### src/rtl/lp805x_sfrfifo.sv
// lp805x_sfrfifo: SFR-bus slave with a byte FIFO behind STAT (bit-addressable),
// DATA (write pushes, read pops) and CNT (occupancy), plus a level interrupt.
// Optional watermark SFR at CNT_ADDR+1 is enabled by defining
// LP805X_SFRFIFO_WATERMARK_EN.
module lp805x_sfrfifo #(
  parameter logic [7:0]  STAT_ADDR  = 8'hD8,
  parameter logic [7:0]  DATA_ADDR  = 8'hD9,
  parameter logic [7:0]  CNT_ADDR   = 8'hDA,
  parameter int unsigned DEPTH_LOG2 = 3
) (
  input  logic        clk,
  input  logic        rst,
  input  logic [28:0] sfr_bus_in,
  output logic [8:0]  sfr_bus_out,
  output logic        sfr_sel,
  output logic        irq
);

  localparam int unsigned DEPTH = 1 << DEPTH_LOG2;
  localparam int unsigned PW    = DEPTH_LOG2;
  localparam int unsigned CW    = DEPTH_LOG2 + 1;
  localparam logic [CW-1:0] FULL_CNT = CW'(DEPTH);

  // Request bus fields
  logic [7:0] wr_addr, rd_addr, data_in;
  logic       wr, rd, bit_in, wr_bit, rd_bit;

  assign {wr_addr, rd_addr, data_in, wr, rd, bit_in, wr_bit, rd_bit} = sfr_bus_in;

  // State
  logic [7:0]    mem [DEPTH];
  logic [PW-1:0] rd_ptr, wr_ptr;
  logic [CW-1:0] count;
  logic          ovf, udf, ie, rd_hit_d;

  // Decode
  logic byte_wr, bit_wr, byte_rd, bit_rd;
  logic stat_wr, push_req, data_rd, pop_req, flush;
  logic empty, full, do_pop, do_push, ovf_set, udf_set, ovf_clr, udf_clr;
  logic ie_nxt, level, irq_cause;
  logic [7:0] stat;

  assign byte_wr  = wr & ~wr_bit;
  assign bit_wr   = wr & wr_bit & (wr_addr[7:3] == STAT_ADDR[7:3]);
  assign byte_rd  = rd & ~rd_bit;
  assign bit_rd   = rd & rd_bit & (rd_addr[7:3] == STAT_ADDR[7:3]);

  assign stat_wr  = byte_wr & (wr_addr == STAT_ADDR);
  assign push_req = byte_wr & (wr_addr == DATA_ADDR);
  assign data_rd  = byte_rd & (rd_addr == DATA_ADDR);
  // Only the first cycle of a (possibly multi-cycle) DATA read pops
  assign pop_req  = data_rd & ~rd_hit_d;

  assign flush    = (stat_wr & data_in[5]) |
                    (bit_wr & (wr_addr[2:0] == 3'd5) & bit_in);

  assign empty    = (count == '0);
  assign full     = (count == FULL_CNT);

  // Pop is evaluated against the pre-push state so push+pop on empty underflows
  assign do_pop   = pop_req & ~flush & ~empty;
  assign udf_set  = pop_req & ~flush & empty;
  assign do_push  = push_req & ~flush & (~full | do_pop);
  assign ovf_set  = push_req & ~flush & full & ~do_pop;

  assign ovf_clr  = flush | (stat_wr & ~data_in[2]) |
                    (bit_wr & (wr_addr[2:0] == 3'd2) & ~bit_in);
  assign udf_clr  = flush | (stat_wr & ~data_in[3]) |
                    (bit_wr & (wr_addr[2:0] == 3'd3) & ~bit_in);

  assign ie_nxt   = stat_wr ? data_in[4] :
                    (bit_wr & (wr_addr[2:0] == 3'd4)) ? bit_in : ie;

`ifdef LP805X_SFRFIFO_WATERMARK_EN
  localparam logic [7:0] WMARK_ADDR = CNT_ADDR + 8'd1;

  logic [7:0] wmark;
  logic       wmark_wr;

  assign wmark_wr  = byte_wr & (wr_addr == WMARK_ADDR);
  assign level     = (8'(count) >= wmark) & (wmark != 8'd0);
  assign irq_cause = level | ovf | udf;

  // Watermark threshold register
  always_ff @(posedge clk or posedge rst) begin
    if (rst)           wmark <= 8'h00;
    else if (wmark_wr) wmark <= data_in;
  end
`else
  assign level     = 1'b0;
  assign irq_cause = ~empty | ovf | udf;
`endif

  assign stat = {1'b0, level, 1'b0, ie, udf, ovf, full, empty};

  // Pointers, occupancy, sticky flags, read edge detect and interrupt
  always_ff @(posedge clk or posedge rst) begin
    if (rst) begin
      rd_ptr   <= '0;
      wr_ptr   <= '0;
      count    <= '0;
      ovf      <= 1'b0;
      udf      <= 1'b0;
      ie       <= 1'b0;
      rd_hit_d <= 1'b0;
      irq      <= 1'b0;
    end else begin
      rd_hit_d <= data_rd;
      irq      <= ie & irq_cause;
      ie       <= ie_nxt;
      ovf      <= (ovf & ~ovf_clr) | ovf_set;
      udf      <= (udf & ~udf_clr) | udf_set;
      if (flush) begin
        rd_ptr <= '0;
        wr_ptr <= '0;
        count  <= '0;
      end else begin
        if (do_push) wr_ptr <= wr_ptr + PW'(1);
        if (do_pop)  rd_ptr <= rd_ptr + PW'(1);
        count <= count + CW'(do_push) - CW'(do_pop);
      end
    end
  end

  // FIFO storage, intentionally not reset
  always_ff @(posedge clk) begin
    if (do_push && !rst) mem[wr_ptr] <= data_in;
  end

  // Read response mux; zero when not selected so it can be OR-combined
  logic [7:0] data_out;
  logic       bit_out;

  always_comb begin
    data_out = 8'h00;
    bit_out  = 1'b0;
    sfr_sel  = 1'b0;
    if (byte_rd) begin
      case (rd_addr)
        STAT_ADDR: begin
          data_out = stat;
          sfr_sel  = 1'b1;
        end
        DATA_ADDR: begin
          data_out = empty ? 8'h00 : mem[rd_ptr];
          sfr_sel  = 1'b1;
        end
        CNT_ADDR: begin
          data_out = 8'(count);
          sfr_sel  = 1'b1;
        end
`ifdef LP805X_SFRFIFO_WATERMARK_EN
        WMARK_ADDR: begin
          data_out = wmark;
          sfr_sel  = 1'b1;
        end
`endif
        default: ;
      endcase
    end
    if (bit_rd) begin
      bit_out = stat[rd_addr[2:0]];
      sfr_sel = 1'b1;
    end
  end

  assign sfr_bus_out = {data_out, bit_out};

endmodule

### config.mk
export PLATFORM = sky130hd
export DESIGN_NAME = lp805x_sfrfifo
export DESIGN_NICKNAME = d
export VERILOG_FILES = /design/src/rtl/lp805x_sfrfifo.sv
export SDC_FILE = /design/constraint.sdc
export NUM_CORES = 1
export LEC_CHECK = 0
export CAP_MARGIN = 20
export CORE_MARGIN = 2
export CORE_UTILIZATION = 50
export DETAILED_ROUTE_END_ITERATION = 16
export GPL_TIMING_DRIVEN = 0
export PLACE_DENSITY = 0.78
export SYNTH_ARGS = -nofsm -noshare
export SYNTH_HDL_FRONTEND = slang
export SYNTH_SLANG_ARGS = --single-unit
### constraint.sdc
create_clock -name clk -period 3.12 [get_ports clk]
set_clock_uncertainty 0.2 [all_clocks]
set_input_delay 0.624 -clock clk [delete_from_list [all_inputs] [get_ports clk]]
set_output_delay 0.624 -clock clk [all_outputs]
set_load 0.005 [all_outputs]
==> results.json <==
{
  "crit_path_end_kind": "output pin",
  "p_leak_uw": 0.001791,
  "synth_cell_types": 48,
  "worst_slew_pin_slew_ps": 736.1,
  "syn-cell-area_sq_um": 3694,
  "antenna_found_initial": 0,
  "p_per_area_nw_per_um2": 493.0,
  "drc": 0,
  "rsz0062_at_grt": "no",
  "viasPerCell": 5.618,
  "track_usage_pct": 20.88,
  "cts_htree_levels": 3,
  "netlist_top_cells_count": "64 x edfxtp_1, 24 x nor2_1, 16 x mux4_2, 15 x dfrtp_1, 12 x nand2_1",
  "syn_area_per_cell_sq_um": 15.01,
  "setup_viol": 0,
  "status": "complete, no violations",
  "synth_fp_nets": 286,
  "die_width_um": 89.95,
  "cp.buffers_inverters": 3,
  "yosysMostFrequentCell": "edfxtp_1",
  "yosys_most_used_dff": "edfxtp_1",
  "required_ps": 2300,
  "whs_ps": 388.1,
  "clk_pin_slew_ps": 90,
  "ys_ff_latch": 79,
  "cts_buffer_depth": 2,
  "port_buffers": 40,
  "fp.dieArea_sq_um": 8091,
  "synth_top_area_share_pct": 52.03,
  "die_h_um": 89.95,
  "dp_hpwl_um": 5022,
  "yosysWarnings": 0,
  "yosysSeqAreaShare_pct": 62.20,
  "max_freq_ghz": 0.3282,
  "maxCapViolCount": 0,
  "syn_inst": 246,
  "start_util_pct": 51.20,
  "critPathLaunchType": "flop",
  "core_area_sq_um": 7214,
  "crit_chain": "buf_6 -> buf_12 -> mux4_2 -> mux2_2 -> a22oi_2 -> nor2_1 -> dlygate4sd2_1",
  "path_class": "reg2out",
  "dr_total_vias": 2382,
  "first_pass_iters": 4,
  "gp_congestion": 0.8547,
  "tritoncts": "done",
  "hold_violations": 0,
  "grt-ovfl-total": 0,
  "detail-route-antenna-nets": 0,
  "netlist_top_cells_area": "edfxtp_1 52%, dfrtp_1 10%, mux4_2 9.8%",
  "syn_to_final_growth_pct": 32.11,
  "cp_top_family": "multiplexers",
  "slew_viol_final": 0,
  "worstPathArrival_ps": 2220,
  "grt_util_met1_pct": 25.48,
  "grt_max_degree": 17,
  "slew_headroom_pct": 50.92,
  "grt_pass1_vias": 2419,
  "placementRows": 31,
  "grt.met3_usage_pct": 4.191,
  "diodes": 0,
  "io_pins": 42,
  "drive_gt1_share_pct": 32.62,
  "cts.sinks": 79,
  "layout_min_cycle_time_ps": 3047,
  "clock_latency_ps": 350,
  "peakVddDrop_uv": 284.6,
  "numCtsBuffers": 9,
  "synthArstFlopShare_pct": 18.99,
  "wl_um": 8264,
  "synth_edf_count": 64,
  "met2_usage_pct": 35.35,
  "nets": 360,
  "synth_top_area_cell": "edfxtp_1",
  "slowest_delay_ps": 510,
  "drt-initial-drc-count": 172,
  "wire_per_inst_um": 19.49,
  "busiest_layer": "met2",
  "min_path_type": "reg2reg",
  "holdBufCountCts": 0,
  "cp_max_fo": 7,
  "crit_path_top_delay_cell": "mux4_2",
  "ctsRootBufferMaster": "clkbuf_8",
  "grt_first_pass_wirelength_um": 12560,
  "setup_ws_ps": 72.65,
  "dp_slack_ps": -872.8,
  "fin_crit_sh_pct": 97.67
}
[kinds of logic after synthesis]
| group | share of synthesized area, % |
|---|---|
| and+or+nand+nor | 11.96 |
| AOI/OAI and AO/OA | 5.827 |
| buffers and inverters | 1.999 |
| DFF | 62.20 |
| xor gates and xnor gates | 0.9487 |
| adders and majority gates | 3.252 |
| muxes | 13.82 |
[per-stage QoR]
step | instance area, sq um | cells | setup TNS [ps] | total power [uW] | util (%)
floorplan | 3706 | 246 | 0 | 1342 | -
global placement | 4230 | 385 | -44710 | 1420 | 58.64
detailed placement | 4230 | 385 | -45110 | 1428 | 58.64
CTS | 4738 | 413 | 0 | 2378 | 65.68
global route | 4880 | 424 | 0 | 2475 | 67.64
finish | 4880 | 424 | 0 | 2406 | 67.64
[what timing repair did]
item                       in CTS  in global routing
pin swaps                      13                  5
gates resized for setup        53                 21
setup buffers                  13                 11
setup endpoints to repair      77                 50
[registers in the layout, summed over array words and instances, names as in the netlist]
name / cells
count: 4
ie: 1
irq: 1
mem: 64
ovf: 1
rd_hit_d: 1
rd_ptr: 3
udf: 1
wr_ptr: 3
[cell usage in the layout (no fill, tap or decap), types with 3 or more instances in the layout]
cell type | synthesis | final
a21o_1 | 3 | 3
a21oi_1 | 6 | 3
a21oi_2 | 0 | 3
a22oi_2 | 0 | 4
buf_12 | 0 | 4
buf_4 | 1 | 21
bufinv_16 | 0 | 3
clkbuf_1 | 6 | 3
clkbuf_8 | 0 | 10
clkdlybuf4s50_1 | 0 | 22
dfrtp_1 | 15 | 14
dlygate4sd2_1 | 0 | 10
dlymetal6s2s_1 | 0 | 5
edfxtp_1 | 64 | 64
ha_1 | 8 | 7
inv_1 | 8 | 7
mux2_2 | 8 | 6
mux2i_1 | 6 | 5
mux4_2 | 16 | 16
nand2_1 | 12 | 11
nand3_1 | 3 | 3
nor2_1 | 24 | 20
nor2_2 | 0 | 3
nor2b_1 | 6 | 4
o21ai_0 | 7 | 7
xnor2_1 | 3 | 3
[routing by layer]
layer,vias up,wire length (um)
li1,1100,-
met1,1193,3212
met2,78,4442
met3,11,460
met4,0,148
met5,-,0
[area by class of cell]
class | instances | area (sq um)
fillers | 479 | 2335
flip-flops and latches | 79 | 2298
multi-input cells | 149 | 1490
repair buffers | 64 | 611.8
clock inverters | 7 | 126.4
clock buffers | 9 | 123.9
well taps | 99 | 123.9
plain buffers | 9 | 75.07
inverters | 8 | 30.03
[final timing paths]
check | from | cells past startpoint | end | slack (ps)
min in group asynchronous | rst | 2 | count[3] | 610
max in group asynchronous | rst | 2 | rd_ptr[1] | 1660
hold reg to reg | ie | 1 | irq | 390
setup reg to reg | count[2] | 12 | count[1] | 110
setup / recovery | rd_ptr[0] | 7 | sfr_bus_out[4] | 70
hold / removal | ie | 1 | irq | 390
[power by group]
| group | total, uW | switching (uW) | internal (uW) |
|---|---|---|---|
| clock network | 939 | 397 | 542 |
| registers | 1180 | 24.4 | 1160 |
| logic | 282 | 136 | 145 |
Power figures use the tool's default switching activity.
==> variant 1, RTL diff (same settings) <==
Remove the register `irq`: a continuous assignment takes its place, so the output `irq` follows one clock earlier.
--- a/src/rtl/lp805x_sfrfifo.sv
+++ b/src/rtl/lp805x_sfrfifo.sv
@@ -103,10 +103,8 @@
       udf      <= 1'b0;
       ie       <= 1'b0;
       rd_hit_d <= 1'b0;
-      irq      <= 1'b0;
     end else begin
       rd_hit_d <= data_rd;
-      irq      <= ie & irq_cause;
       ie       <= ie_nxt;
       ovf      <= (ovf & ~ovf_clr) | ovf_set;
       udf      <= (udf & ~udf_clr) | udf_set;
@@ -121,6 +119,8 @@
       end
     end
   end
+
+  assign irq = ie & irq_cause;
 
   // FIFO storage, intentionally not reset
   always_ff @(posedge clk) begin
Check against the original RTL: not equivalent (a bounded check fails within 4 cycles, from zero or initial values and one cycle with rst high).
==> variant 1 against the unedited design <==
Combinational power hardly changed. Wire length is 0.96% higher. Setup slack worse by 0.030 ns. Core utilization is 1.8 points lower. Sequential cell count is 1 lower. Synthesized area is 0.68% lower. Via count hardly changed. Power is 13% lower. First-iteration DRC count is 44% higher. Cell area is 3.1% lower.
==> variant 1: results <==
[sta]
worst_slew_margin_rel_pct = 52.37
finalCriticalPeriod_ns = 3.077

[placed_design]
gp_congestion = 0.8541
dp_hpwl_um = 5313
place_ws_ns = -0.7572

[grt]
grt_max_degree = 16
grt_pass1_vias = 2334
gr-usage-all-layers_pct = 20.98
grt_pass1_wl_um = 11830

[worst_hold_path]
min_delay_path_depth = 2
hold_end = "ie"
hp-start = "ie"

[clock_network]
clk_latency_ns = 0.35
clk_pin_slew_ns = 0.08

[detailed_routing]
first_iter_violations = 247
totalWireLength_um = 8343
drt_pass1_iterations = 5
vias_per_cell = 5.676

[pwr]
peakVddDrop_mv = 0.3075
leakagePower_nw = 1.713

[yosys]
synth_nets = 285
ys_seq_area_share_pct = 61.94
netlist_top_cells_count = "edfxtp_1 (64), nor2_1 (24), mux4_2 (16)"
async_flop_share_pct = 17.95
ys_top_cells_by_area = "edfxtp_1 (52%), mux4_2 (9.8%), dfrtp_1 (9.5%)"

[die]
die_area_um2 = 8038
die_w_um = 89.66

[finish]
drive_gt1_share_pct = 32.09
nFillCells = 489
nets = 356

[critical_path]
r2r_end = "count[1]"
r2r_start = "count[2]"
worstPathMaxFanout = 5
rrSetupSlack_ns = 0.14
startpoint = "sfr_bus_in[15]"
r2r_cells = 12

[outcome]
status = "complete, no violations"
variant 1: changes by cell type after synthesis:
cell     change
dfrtp_1      -1
variant 1: worst max-delay path: stages:
cell           delay [ns]
dlygate4sd2_1        0.35
nand4bb_4            0.27
buf_6                0.15
nor4_4               0.28
buf_4                0.17
o2111ai_4            0.15
ha_4                 0.31
inv_1                0.05
ha_4                 0.16
fa_2                 0.51
nor2b_1              0.12
variant 1: area by class of cell:
| cell class | count | share of cell area [%] |
|---|---|---|
| inverter | 8 | 0.6882 |
| multi-input combinational | 149 | 31.71 |
| clock inverter | 6 | 0.8205 |
| tap | 99 | 2.620 |
| buffer | 9 | 1.615 |
| sequential | 78 | 48.09 |
| clock buffer | 10 | 2.700 |
| timing repair buffer | 61 | 11.75 |
variant 1: kinds of logic after synthesis:
family	synth area share, %
AO/OA/AOI/OAI	5.866
XOR/XNOR	0.9552
adder cells (fa/ha/maj)	3.274
buffers and inverters	2.012
flip-flops	61.94
multiplexers	13.92
AND/OR/NAND/NOR	12.04
variant 1: metal layers:
| metal | global-route usage, % | share of wire [%] |
|---|---|---|
| met5 | 0 | 0 |
| met4 | 9.634 | 2.6 |
| met2 | 34.29 | 53 |
| met1 | 27.52 | 39 |
| met3 | 3.839 | 6.1 |
variant 1: per-stage QoR:
step                instances  util (%)  hold slack [ns]  area, um^2  power [mW]
finish                    420     65.88           0.4169        4727       2.105
floorplan                 245         -           0.3052        3681       1.327
detailed placement        386     58.81           0.3913        4220       1.416
global route              420     65.88           0.4679        4727       2.181
global placement          384     58.61           0.3872        4205       1.408
CTS                       410     63.50           0.4201        4557       2.064
variant 1: power breakdown:
part / internal, mW / switching (mW)
clock network: 0.286 / 0.368
registers: 1.15 / 0.0217
logic: 0.143 / 0.140
total: 1.58 / 0.529
variant 1: worst max path at each step:
| stage | to | depth (start not counted) |
|---|---|---|
| floorplan | count[2] | 9 |
| global placement | mem[2][4] | 6 |
| detailed placement | mem[6][0] | 6 |
| CTS | sfr_bus_out[0] | 8 |
| global route | count[2] | 12 |
| finish | count[1] | 11 |
variant 1: timing repair:
item                       CTS  global route
setup buffers                9            10
pin swaps                    7            13
setup endpoints to repair   63            28
gates resized for setup     50            28
==> variant 2, RTL diff (same settings) <==
Without the edit above. Build with the macro `LP805X_SFRFIFO_WATERMARK_EN` defined.
--- a/src/rtl/lp805x_sfrfifo.sv
+++ b/src/rtl/lp805x_sfrfifo.sv
@@ -2,6 +2,8 @@
 // DATA (write pushes, read pops) and CNT (occupancy), plus a level interrupt.
 // Optional watermark SFR at CNT_ADDR+1 is enabled by defining
 // LP805X_SFRFIFO_WATERMARK_EN.
+`define LP805X_SFRFIFO_WATERMARK_EN
+
 module lp805x_sfrfifo #(
   parameter logic [7:0]  STAT_ADDR  = 8'hD8,
   parameter logic [7:0]  DATA_ADDR  = 8'hD9,
Function: changed (a bounded check fails within 4 cycles, from zero or initial values and one cycle with rst high).
==> variant 2 against the unedited design <==
Largest power group unchanged. Non-clock buffer count is 12 higher. Setup slack worse by 0.015 ns. Via count is 25% higher. Synthesized area is 13% higher. Critical endpoint is now count[1]. Power is 1.2% higher. Die area is 12% higher. Fmax is 0.49% lower. Wire length is 21% higher. Sequential cell count is 8 higher. Cell area is 11% higher. Register-to-register slack hardly changed.
==> variant 2: results <==
[placed_design]
port_buffers = 39
place_ws_ns = -0.8262
dp_hpwl_um = 6372
gp_congestion = 0.9169

[finish]
nets = 425
reg_top3 = "mem (64), wmark (8), count (4)"
nFillCells = 553
drive_gt1_share_pct = 33.59
antenna_cells = 0

[yosys]
synth_edf_count = 64
synthFlopType = "edfxtp_1"
ys_top_cells_by_area = "edfxtp_1 (46%), dfrtp_1 (14%), mux4_2 (8.7%)"
netlist_top_cells_count = "edfxtp_1 (64), dfrtp_1 (23), nor2_1 (23)"
synth_nets = 344
ys_seq_area_share_pct = 60.03
ys_warn_count = 0
async_flop_share_pct = 26.44
synth.distinct_cells = 50

[pwr]
leakagePower_nw = 2.014
peakVddDrop_mv = 0.2142

[detailed_routing]
dr_wl_met2_um = 5127
wl_met3_um = 537
highest_layer = "met4"
totalWireLength_um = 10010
drt_pass1_iterations = 5
first_iter_violations = 205
drt-met1-wl_um = 4182
vias_per_cell = 6.053

[critical_path]
worstPathArrival_ns = 3.10
cpMaxStageDelayCell = "or4b_4"
critical-path-max-stage-delay_ns = 0.49
worstPathMaxFanout = 11

[outcome]
status = "complete, no violations"

[grt]
grt_max_degree = 26
grt_pass1_wl_um = 14690
gr-usage-all-layers_pct = 22.51
antenna_found_initial = 0
grt_pass1_vias = 2775

[worst_hold_path]
min_path_type = "in2reg"

[clock_network]
cts_made_buffers = 9
max-clock-path-buffers = 2
clk_pin_slew_ns = 0.09
htree_levels = 3
cts_root_buf = "clkbuf_8"
clk_latency_ns = 0.36

[sta]
worst_slew_margin_rel_pct = 50.28
[variant 2: changes by cell type after synthesis, moves of 5 or more]
cell / change
o21ai_0: +5
a22oi_1: -5
dfrtp_1: +8
a21oi_1: +10
mux2i_1: +5
o22ai_1: +6
nand3_1: +10
[variant 2: final timing paths]
path | start | to | slack [ns] | depth (start not counted)
max in group asynchronous | rst | count[1] | 1.68 | 2
min in group asynchronous | rst | wmark[0] | 0.67 | 2
worst max register to register | count[2] | count[1] | 0.11 | 10
worst max-delay path | sfr_bus_in[10] | count[1] | 0.06 | 10
worst min register to register | wmark[7] | wmark[7] | 0.36 | 1
worst min-delay path | sfr_bus_in[23] | ie | 0.26 | 2
[variant 2: area by class of cell]
type	count	area [um^2]	area share [%]
inverters	12	48.80	0.9009
multi-input cells	187	1768	32.64
clock inverters	6	67.56	1.247
plain buffers	12	122.6	2.264
flip-flops and latches	87	2501	46.18
repair buffers	73	649.4	11.99
clock buffers	10	127.6	2.356
well taps	105	131.4	2.426
[variant 2: worst max-delay path: cells and delay by family]
kind                     cells  cell delay (ns)
AO/OA/AOI/OAI                2             0.64
adder cells (fa/ha/maj)      2             0.64
buffers and inverters        3             0.52
AND/OR/NAND/NOR              3             0.68
[variant 2: where the power goes]
part           switching, mW  leakage, nW  total (mW)  internal [mW]
Sequential            0.0283        0.877        1.29           1.26
Clock                  0.419       0.0949       0.794          0.375
Combinational          0.180         1.04       0.349          0.169
[variant 2: metrics by stage]
stage,TNS [ns],util (%),area (um^2),instances,hold WS [ns]
after global placement,-46.62,57.56,4682,445,0.3273
after CTS,-0.002853,63.61,5174,473,0.2554
after floorplan,0,-,4160,301,0.3039
final,0,66.59,5416,492,0.2640
after detailed placement,-35.47,57.90,4710,447,0.3278
after global routing,-0.06053,66.59,5416,492,0.2732
[variant 2: layer usage]
layer	GRT usage [%]	vias up
met3	3.953	15
met1	31.54	1507
met5	0	-
li1	-	1337
met4	7.729	0
met2	35.86	119
[variant 2: logic make-up after synthesis]
kind of cell,count (synthesis),synth area share (%)
xor+xnor,4,0.8423
buf+inv,27,2.797
fa+ha+maj,12,3.789
simple gates,85,11.04
flops,87,60.03
mux,35,13.47
compound gates,51,8.031
[variant 2: repair_timing]
item / CTS / global route
setup endpoints to repair: 66 / 46
gates resized for setup: 77 / 30
setup buffers: 13 / 19
pin swaps: 10 / 11
gates cloned: 0 / 0
